==> src/rtl/vga_timing_pkg.sv <==
// Shared timing types and helpers for the VGA raster generator.
// One timing_t describes one axis: active, front porch, sync width, back porch.
package vga_timing_pkg;

   typedef struct packed {
      int unsigned active;
      int unsigned front;
      int unsigned sync;
      int unsigned back;
   } timing_t;

   typedef struct packed {
      logic hsync;
      logic vsync;
      logic de;
   } sync_vec_t;

   localparam timing_t VGA_640x480_H = '{active: 640, front: 16, sync: 96, back: 48};
   localparam timing_t VGA_640x480_V = '{active: 480, front: 10, sync: 2,  back: 33};

   function automatic int unsigned total(timing_t t);
      return t.active + t.front + t.sync + t.back;
   endfunction

   function automatic logic sync_active(int unsigned cnt, timing_t t);
      return (cnt >= t.active + t.front) && (cnt < t.active + t.front + t.sync);
   endfunction

endpackage

==> src/rtl/vga_axis_counter.sv <==
// One raster axis: counts on en, wraps at total-1 and decodes active/sync regions.
module vga_axis_counter
   import vga_timing_pkg::*;
#(
   parameter timing_t     cfg = VGA_640x480_H,
   parameter int unsigned w   = $clog2(total(VGA_640x480_H))
) (
   input  logic         clk,
   input  logic         rst,
   input  logic         en,
   output logic [w-1:0] cnt,
   output logic         wrap,
   output logic         active,
   output logic         sync_raw
);

   localparam int unsigned last = total(cfg) - 1;

   // wrap already includes en so it can directly enable the next axis
   assign wrap     = en && (32'(cnt) == last);
   assign active   = 32'(cnt) < cfg.active;
   assign sync_raw = sync_active(32'(cnt), cfg);

   always_ff @(posedge clk) begin
      if (rst) begin
         cnt <= '0;
      end else if (en) begin
         cnt <= wrap ? '0 : cnt + 1'b1;
      end
   end

endmodule

==> src/rtl/vga_timing_aligned.sv <==
// VGA timing generator with pixel-rate divider, x/y counters and sync/blank
// outputs delayed by pipe_stages pixel slots to match registered colour.
module vga_timing_aligned
   import vga_timing_pkg::*;
#(
   parameter int unsigned clk_mhz     = 50,
   parameter int unsigned pixel_mhz   = 25,
   parameter int unsigned h_active    = 640,
   parameter int unsigned h_front     = 16,
   parameter int unsigned h_sync      = 96,
   parameter int unsigned h_back      = 48,
   parameter int unsigned v_active    = 480,
   parameter int unsigned v_front     = 10,
   parameter int unsigned v_sync      = 2,
   parameter int unsigned v_back      = 33,
   parameter int unsigned hsync_pol   = 0,
   parameter int unsigned vsync_pol   = 0,
   parameter int unsigned pipe_stages = 1,
   parameter int unsigned w_x         = $clog2(h_active + h_front + h_sync + h_back),
   parameter int unsigned w_y         = $clog2(v_active + v_front + v_sync + v_back)
) (
   input  logic           clk,
   input  logic           rst,
   output logic           pixel_en,
   output logic           pixel_clk,
   output logic [w_x-1:0] x,
   output logic [w_y-1:0] y,
   output logic           display_on_early,
   output logic           line_start,
   output logic           frame_start,
   output logic [15:0]    frame_cnt,
   output logic           hsync,
   output logic           vsync,
   output logic           display_on
);

   localparam int unsigned R        = clk_mhz / pixel_mhz;
   localparam int unsigned dw       = (R > 1) ? $clog2(R) : 1;
   localparam int unsigned n_stages = (pipe_stages == 0) ? 1 : pipe_stages;
   localparam logic        hs_on    = (hsync_pol != 0);
   localparam logic        vs_on    = (vsync_pol != 0);
   localparam timing_t     h_cfg    = '{active: h_active, front: h_front, sync: h_sync, back: h_back};
   localparam timing_t     v_cfg    = '{active: v_active, front: v_front, sync: v_sync, back: v_back};
   localparam sync_vec_t   idle     = '{hsync: !hs_on, vsync: !vs_on, de: 1'b0};

   if ((clk_mhz % pixel_mhz) != 0 || clk_mhz < pixel_mhz) begin : g_bad_ratio
      $error("clk_mhz must be an integer multiple (>= 1) of pixel_mhz");
   end
   if (pipe_stages > 4) begin : g_bad_pipe
      $error("pipe_stages must be in 0..4");
   end

   logic [dw-1:0] div;
   logic [dw-1:0] div_next;
   logic          x_wrap;
   logic          unused_y_wrap;
   logic          h_act, v_act, h_sync_raw, v_sync_raw;
   sync_vec_t     raw;
   sync_vec_t     stage [n_stages];

   assign div_next = (32'(div) == R - 1) ? '0 : div + 1'b1;

   // pixel_clk is decoded from div_next so its registered value is high while div >= R/2
   always_ff @(posedge clk) begin
      if (rst) begin
         div       <= '0;
         pixel_en  <= 1'b0;
         pixel_clk <= 1'b0;
      end else begin
         div       <= div_next;
         pixel_en  <= (32'(div) == R - 1);
         pixel_clk <= (R >= 2) && (32'(div_next) >= R / 2);
      end
   end

   vga_axis_counter #(.cfg(h_cfg), .w(w_x)) u_x_counter (
      .clk      (clk),
      .rst      (rst),
      .en       (pixel_en),
      .cnt      (x),
      .wrap     (x_wrap),
      .active   (h_act),
      .sync_raw (h_sync_raw)
   );

   vga_axis_counter #(.cfg(v_cfg), .w(w_y)) u_y_counter (
      .clk      (clk),
      .rst      (rst),
      .en       (x_wrap),
      .cnt      (y),
      .wrap     (unused_y_wrap),
      .active   (v_act),
      .sync_raw (v_sync_raw)
   );

   assign display_on_early = !rst && h_act && v_act;
   assign line_start       = pixel_en && (x == '0);
   assign frame_start      = line_start && (y == '0);

   always_ff @(posedge clk) begin
      if (rst) begin
         frame_cnt <= '0;
      end else if (frame_start) begin
         frame_cnt <= frame_cnt + 16'd1;
      end
   end

   always_comb begin
      raw       = idle;
      raw.hsync = h_sync_raw ? hs_on : !hs_on;
      raw.vsync = v_sync_raw ? vs_on : !vs_on;
      raw.de    = h_act && v_act;
   end

   // With no downstream latency a single free-running register still isolates the pins
   always_ff @(posedge clk) begin
      if (rst) begin
         for (int i = 0; i < int'(n_stages); i++) stage[i] <= idle;
      end else if (pipe_stages == 0 || pixel_en) begin
         stage[0] <= raw;
         for (int i = 1; i < int'(n_stages); i++) stage[i] <= stage[i-1];
      end
   end

   assign hsync      = stage[n_stages-1].hsync;
   assign vsync      = stage[n_stages-1].vsync;
   assign display_on = stage[n_stages-1].de;

endmodule

==> config.mk <==
export PLATFORM = sky130hd
export DESIGN_NAME = vga_timing_aligned
export DESIGN_NICKNAME = d
export VERILOG_FILES = /design/src/rtl/vga_timing_pkg.sv /design/src/rtl/vga_axis_counter.sv /design/src/rtl/vga_timing_aligned.sv
export SDC_FILE = /design/constraint.sdc
export NUM_CORES = 1
export LEC_CHECK = 0
export ABC_AREA = 1
export CORE_ASPECT_RATIO = 1.1
export CORE_MARGIN = 4
export CORE_UTILIZATION = 35
export DETAILED_ROUTE_END_ITERATION = 10
export HOLD_SLACK_MARGIN = 0.03
export PLACE_DENSITY = 0.62
export SYNTH_ARGS = -nofsm -noshare
export SYNTH_HDL_FRONTEND = slang
export SYNTH_SLANG_ARGS = --single-unit
==> constraint.sdc <==
create_clock -name clk -period 1.8 [get_ports clk]
set_input_delay 0.36 -clock clk [delete_from_list [all_inputs] [get_ports clk]]
set_output_delay 0.36 -clock clk [all_outputs]
set_load 0.02 [all_outputs]
; ---- Word-level counts from Yosys, hierarchy flattened
; Memories as Yosys holds them, arrays and structs flattened.
; Index checks and enable logic that the tools add are counted.
[op_classes]
n_eq_ne = 2
n_addsub = 4
order_cmp = 7
mux = 12
n_reduce_logical = 13
[ops]
columns = op, n
row1 = 10-bit by 1-bit adder with 10-bit output (second input constant), 2
row2 = 10-bit equality test (second input constant), 2
row3 = 10-bit logical NOT, 2
row4 = 10-bit less-than comparator (second input constant), 2
row5 = 10-bit by 9-bit less-than comparator with 1-bit output (second input constant), 2
row6 = 10-bit two-way mux, 2
row7 = 16-bit by 1-bit adder with 16-bit output (second input constant), 1
row8 = 10-bit greater-or-equal comparator (second input constant), 1
row9 = 10-bit by 9-bit greater-or-equal comparator with 1-bit output (second input constant), 1
row10 = 1-bit logical AND, 9
row11 = 1-bit two-way mux, 9
row12 = 3-bit two-way mux, 1
row13 = 3-bit OR reduction, 1
row14 = 1-bit adder (second input constant), 1
row15 = 1-bit greater-or-equal comparator (second input constant), 1
row16 = 1-bit logical NOT, 1
[totals]
regBits = 39
mem_count = 1
out_inout_bits = 44
wordCells = 45
ramBits = 3
in_bits = 2
[mem_list]
columns = memory, depth, width, rd, rd_clocked_by_memory_dff, wr, line
row1 = stage, 1, 3, 1, 0, 1, vga_timing_aligned.sv:59  ; sync_vec_t stage [n_stages];

; ---- Depth between registers and ports, before layout
[logic_depth]
depth_word = 5
ltp_mapped = 10

; ---- Cells and area by module
; Synthesis repeated with hierarchy kept, for this count alone.
[unflattened]
cells_unflattened = 404
area_unflattened_um2 = 2524.9
[by_module_without_submodules]
columns = module, seq_area_each_um2, area_each_um2, instances, cells_each
row1 = vga_timing_aligned, 450.4, 1356.3, 1, 232
row2 = vga_axis_counter (u_y_counter), 200.2, 609.3, 1, 92
row3 = vga_axis_counter (u_x_counter), 200.2, 559.3, 1, 80

; ---- Least setup slack after synthesis
; No wires, ideal clock.
[synth_path]
kind = reg2reg
startpoint = register u_x_counter.cnt[0]
endpoint = register frame_cnt[9]
t_arrival_ns = 1.458
stages_incl_launch_ff = 11
slack_ns = 0.210
path_buffers = 1
setup_time_ns = 0.132
synth_period_minus_slack_ns = 1.590
cell_sequence = dfxtp_1 > inv_1 > ha_1 > nand2_1 > nor2_1 > nand2_1 > nor2_2 > nand2_2 > buf_4 > nand2_1 > a21oi_1
[synth_via]
elab_chain_cells = 3
[synth_lines]
columns = item, line
row1 = start: declaration, vga_axis_counter.sv:11  ; output logic [w-1:0] cnt,
row2 = start signal: assignment, vga_axis_counter.sv:28  ; cnt <= wrap ? '0 : cnt + 1'b1;
row3 = 10-bit logical NOT, vga_timing_aligned.sv:97  ; assign line_start = pixel_en && (x == '0);
row4 = 1-bit logical AND, vga_timing_aligned.sv:97
row5 = net line_start, vga_timing_aligned.sv:29  ; output logic line_start,
row6 = 1-bit logical AND, vga_timing_aligned.sv:98  ; assign frame_start = line_start && (y == '0);
row7 = end signal: assignment, vga_timing_aligned.sv:104  ; frame_cnt <= frame_cnt + 16'd1;
row8 = end: declaration, vga_timing_aligned.sv:31  ; output logic [15:0] frame_cnt,
; The timed path passes the listed nets, and every way through them passes these cells.
; A chain may end at the register's enable or synchronous reset.

; ---- Worst setup path in the final report
[layout_path]
startpoint = register u_x_counter.cnt[8]
endpoint = output display_on_early
[layout_via]
elab_chain_cells = 3
[layout_lines]
columns = item, line
row1 = 10-bit less-than comparator, vga_axis_counter.sv:21  ; assign active = 32'(cnt) < cfg.active;
row2 = 1-bit logical AND (2 in a row), vga_timing_aligned.sv:96  ; assign display_on_early = !rst && h_act && v_act;
row3 = end: declaration, vga_timing_aligned.sv:28  ; output logic display_on_early,
; No other way between the ends.

==> results.ini <==
[routing]
wl_per_cell_um = 11.5
drc_errors = 0
finalWirelength_mm = 6.02
ant_nets = 0
vias_per_cell = 4.63
dr.pass1.iters = 4
num_vias = 2415
drt_iter0_drc = 57

[timing]
fin_tns_setup_ns = 0
worst_slack_ns = 0.0448
fmax_mhz = 570
finalCritPeriodShare_pct = 97.5
slew_violations = 0
relSlewSlack_pct = 72.9
hold_violations = 0
worst_slew_pin_slew_ns = 0.403
clock_skew_ns = 0.00680
rsz0062_at_grt = yes
layout_min_cycle_time_ns = 1.76
setup_viol = 0

[global_routing]
grt_pass1_vias = 2326
grt_pass1_wl_mm = 10.5
grt.busiest_layer = met2
grt_max_degree = 20
met1_usage_pct = 20.2
grt_use_met2_pct = 27.8
groute.usage.overall_pct = 16.1
grtUsageMet3_pct = 3.65
grt_overflow = 0
antenna_found_initial = 0

[setup_path]
crit_arrival_ns = 1.40
cp_common_cell = nor2_1
rr_worst_depth = 11
crit_type = flop to output port
cp_max_fo = 5
path_buf_inv = 1
cpLargestDelayFamily = flip-flops
critPathRequiredTime_ns = 1.44
endpoint_kind = output port
cp_slowest_cell = dfxtp_1
ff2ff_setup_slack_ns = 0.11
rr_startpoint = u_x_counter.cnt[0]
r2r-end = frame_cnt[0]
worst_setup_path_start_kind = flop
crit_chain = nor3_2 > nor2_1 > o311ai_1 > nor2_1 > buf_4
cpPeakStageDelay_ns = 0.43

[synthesis]
synthCells = 349
yosysUniqueCellTypes = 31
synth_top_family_by_area = simple AND/OR/NAND/NOR gates
synth_xor_xnor_area_share_pct = 2.67
ys_warn_count = 0
ys_seq_area_share_pct = 37.1
async_reset_ff_share_pct = 0
yosys.area_share.adder_pct = 2.72
synth_mux_area_share_pct = 0
ys_ff_latch = 41
synth-main-ff-cell = dfxtp_1
synth_edf_count = 3
synth_compound_area_share_pct = 7.79
syn_nets = 356
yosys.area_share.simple_pct = 40.7
synth_area_per_cell_um2 = 6.58
syn_area_um2 = 2300

[cells_and_area]
syn_to_final_growth_pct = 44.9
utilization_pct = 53.1
diodes = 0
final_nets = 448
fillers = 632
drive_above_1_share_pct = 19.0

[placement]
portBuffers = 45
gp_congestion = 0.819
dpl.hpwl_mm = 4.56
pre_cts_ws_ns = -0.177

[hold_path]
hold_depth = 1
holdCritPathClass = flop to flop
min_to = pixel_clk
min-delay-start = pixel_clk

[outcome]
status = finished, final reports clean

[floorplanning]
die_w_um = 85.2
core_area_um2 = 6270
std_cell_rows = 30
initial_core_util_pct = 36.6
die_area_um2 = 7920
ios = 46
die-height_um = 92.9

[power_and_ir_drop]
peakVddDrop_v = 0.000472
leakage_nw = 1.59
p_per_area_nw_per_um2 = 560

[cts]
cts_inserted_buffers = 5
clock_path_buffers = 2
ctsHtreeMaxLevel = 2
clk_pin_slew_ns = 0.08
clk_latency_ns = 0.30
cts_tree = yes
root_buffer = clkbuf_8
cts_sinks = 41

[flow_run]
cap_violations = 0

[placed cells by master, fill, tap and decap left out]
cell	netlist	routed
nor2_1	54	52
o21a_1	1	1
o21bai_1	1	1
o2111ai_1	1	1
bufinv_16	0	1
nor2_4	3	5
xnor2_1	2	2
inv_1	42	39
clkbuf_8	0	6
and3_1	1	1
nand4_1	10	10
nor3_2	1	2
nand3_1	25	24
clkbuf_1	0	1
dfxtp_1	38	37
nor3_1	7	6
ha_2	0	2
o311ai_1	0	1
buf_6	2	2
nand3_2	2	3
dfxtp_2	0	1
a21oi_1	18	18
edfxtp_1	3	3
nor2_2	4	4
and2_1	1	1
nor3b_1	1	1
inv_2	3	6
clkdlybuf4s50_1	0	31
xor2_1	5	5
buf_4	1	46
o22ai_1	1	1
nand2_2	4	6
ha_1	5	3
o21ai_0	10	10
nand2_1	100	98
dlymetal6s2s_1	0	11
[report_power, final]
group | total [mW] | switching (mW) | internal [mW]
Clock | 0.787 | 0.334 | 0.453
Combinational | 0.142 | 0.0849 | 0.0569
Sequential | 0.935 | 0.00861 | 0.927
Total | 1.86 | 0.427 | 1.44
[per-layer routing]
layer	vias to the layer above	wire length, um
met5	-	0
met4	0	59
met3	7	277
met2	40	2960
met1	1070	2730
li1	1298	-
[how the worst max path moves through the flow]
stage | to | from | cells after the start
2_1_floorplan | frame_cnt[9] | u_x_counter.cnt[0] | 10
3_3_place_gp | display_on_early | rst | 3
3_5_place_dp | display_on_early | rst | 3
4_1_cts | frame_start | u_x_counter.cnt[0] | 7
5_1_grt | frame_start | u_x_counter.cnt[8] | 6
6_report | display_on_early | u_x_counter.cnt[8] | 5
[sequential cells by signal, indices dropped and copies added (netlist names)]
register	count
frame_cnt	16
pixel_clk	1
pixel_en	1
stage	3
u_x_counter.cnt	10
u_y_counter.cnt	10
[metrics by stage]
step | cells | power (mW) | hold WS [ns] | area (um^2)
floorplan | 349 | 1.03 | 0.505 | 2300
global placement | 513 | 1.09 | 0.425 | 3140
detailed placement | 513 | 1.09 | 0.434 | 3140
CTS | 521 | 1.87 | 0.450 | 3250
global route | 522 | 1.95 | 0.462 | 3330
finish | 522 | 1.86 | 0.448 | 3330
[cells in the mapped netlist, types with 3 or more instances]
master	count	area (um^2)
a21oi_1	18	90.1
dfxtp_1	38	761
edfxtp_1	3	90.1
ha_1	5	62.6
inv_1	42	158
inv_2	3	11.3
nand2_1	100	375
nand2_2	4	25.0
nand3_1	25	125
nand4_1	10	62.6
nor2_1	54	203
nor2_2	4	25.0
nor2_4	3	33.8
nor3_1	7	35.0
o21ai_0	10	50.1
xor2_1	5	43.8
[kinds of logic after synthesis]
kind of cell	count (synthesis)
simple gates	213
buf+inv	50
flops	41
compound gates	33
xor+xnor	7
fa+ha+maj	5
[repair_timing]
item	in CTS	in global routing
resized for setup	15	28
buffers inserted	0	1
hold buffers	0	0
setup endpoints to repair	3	13
pin swaps	0	7
cloned	0	0
[cell type report]
class                           count  area [um^2]  area share [%]
Multi-Input combinational cell    258         1270            38.3
Sequential cell                    41          852            25.6
Timing Repair Buffer               90          816            24.5
Inverter                           45          169            5.08
Tap cell                           80          100            3.01
Clock buffer                        7         86.3            2.60
Clock inverter                      1         30.0           0.903
[worst reg2reg max path: stages, from the launching register on]
cell	delay (ns)
dfxtp_2	0.33
inv_2	0.05
ha_2	0.16
nand2_2	0.06
nor2_4	0.13
nand2_2	0.06
nor2_2	0.16
buf_4	0.13
buf_4	0.09
nand2_2	0.16
o21ai_0	0.20
nor2_1	0.05
(Power assumes the default switching activity.)
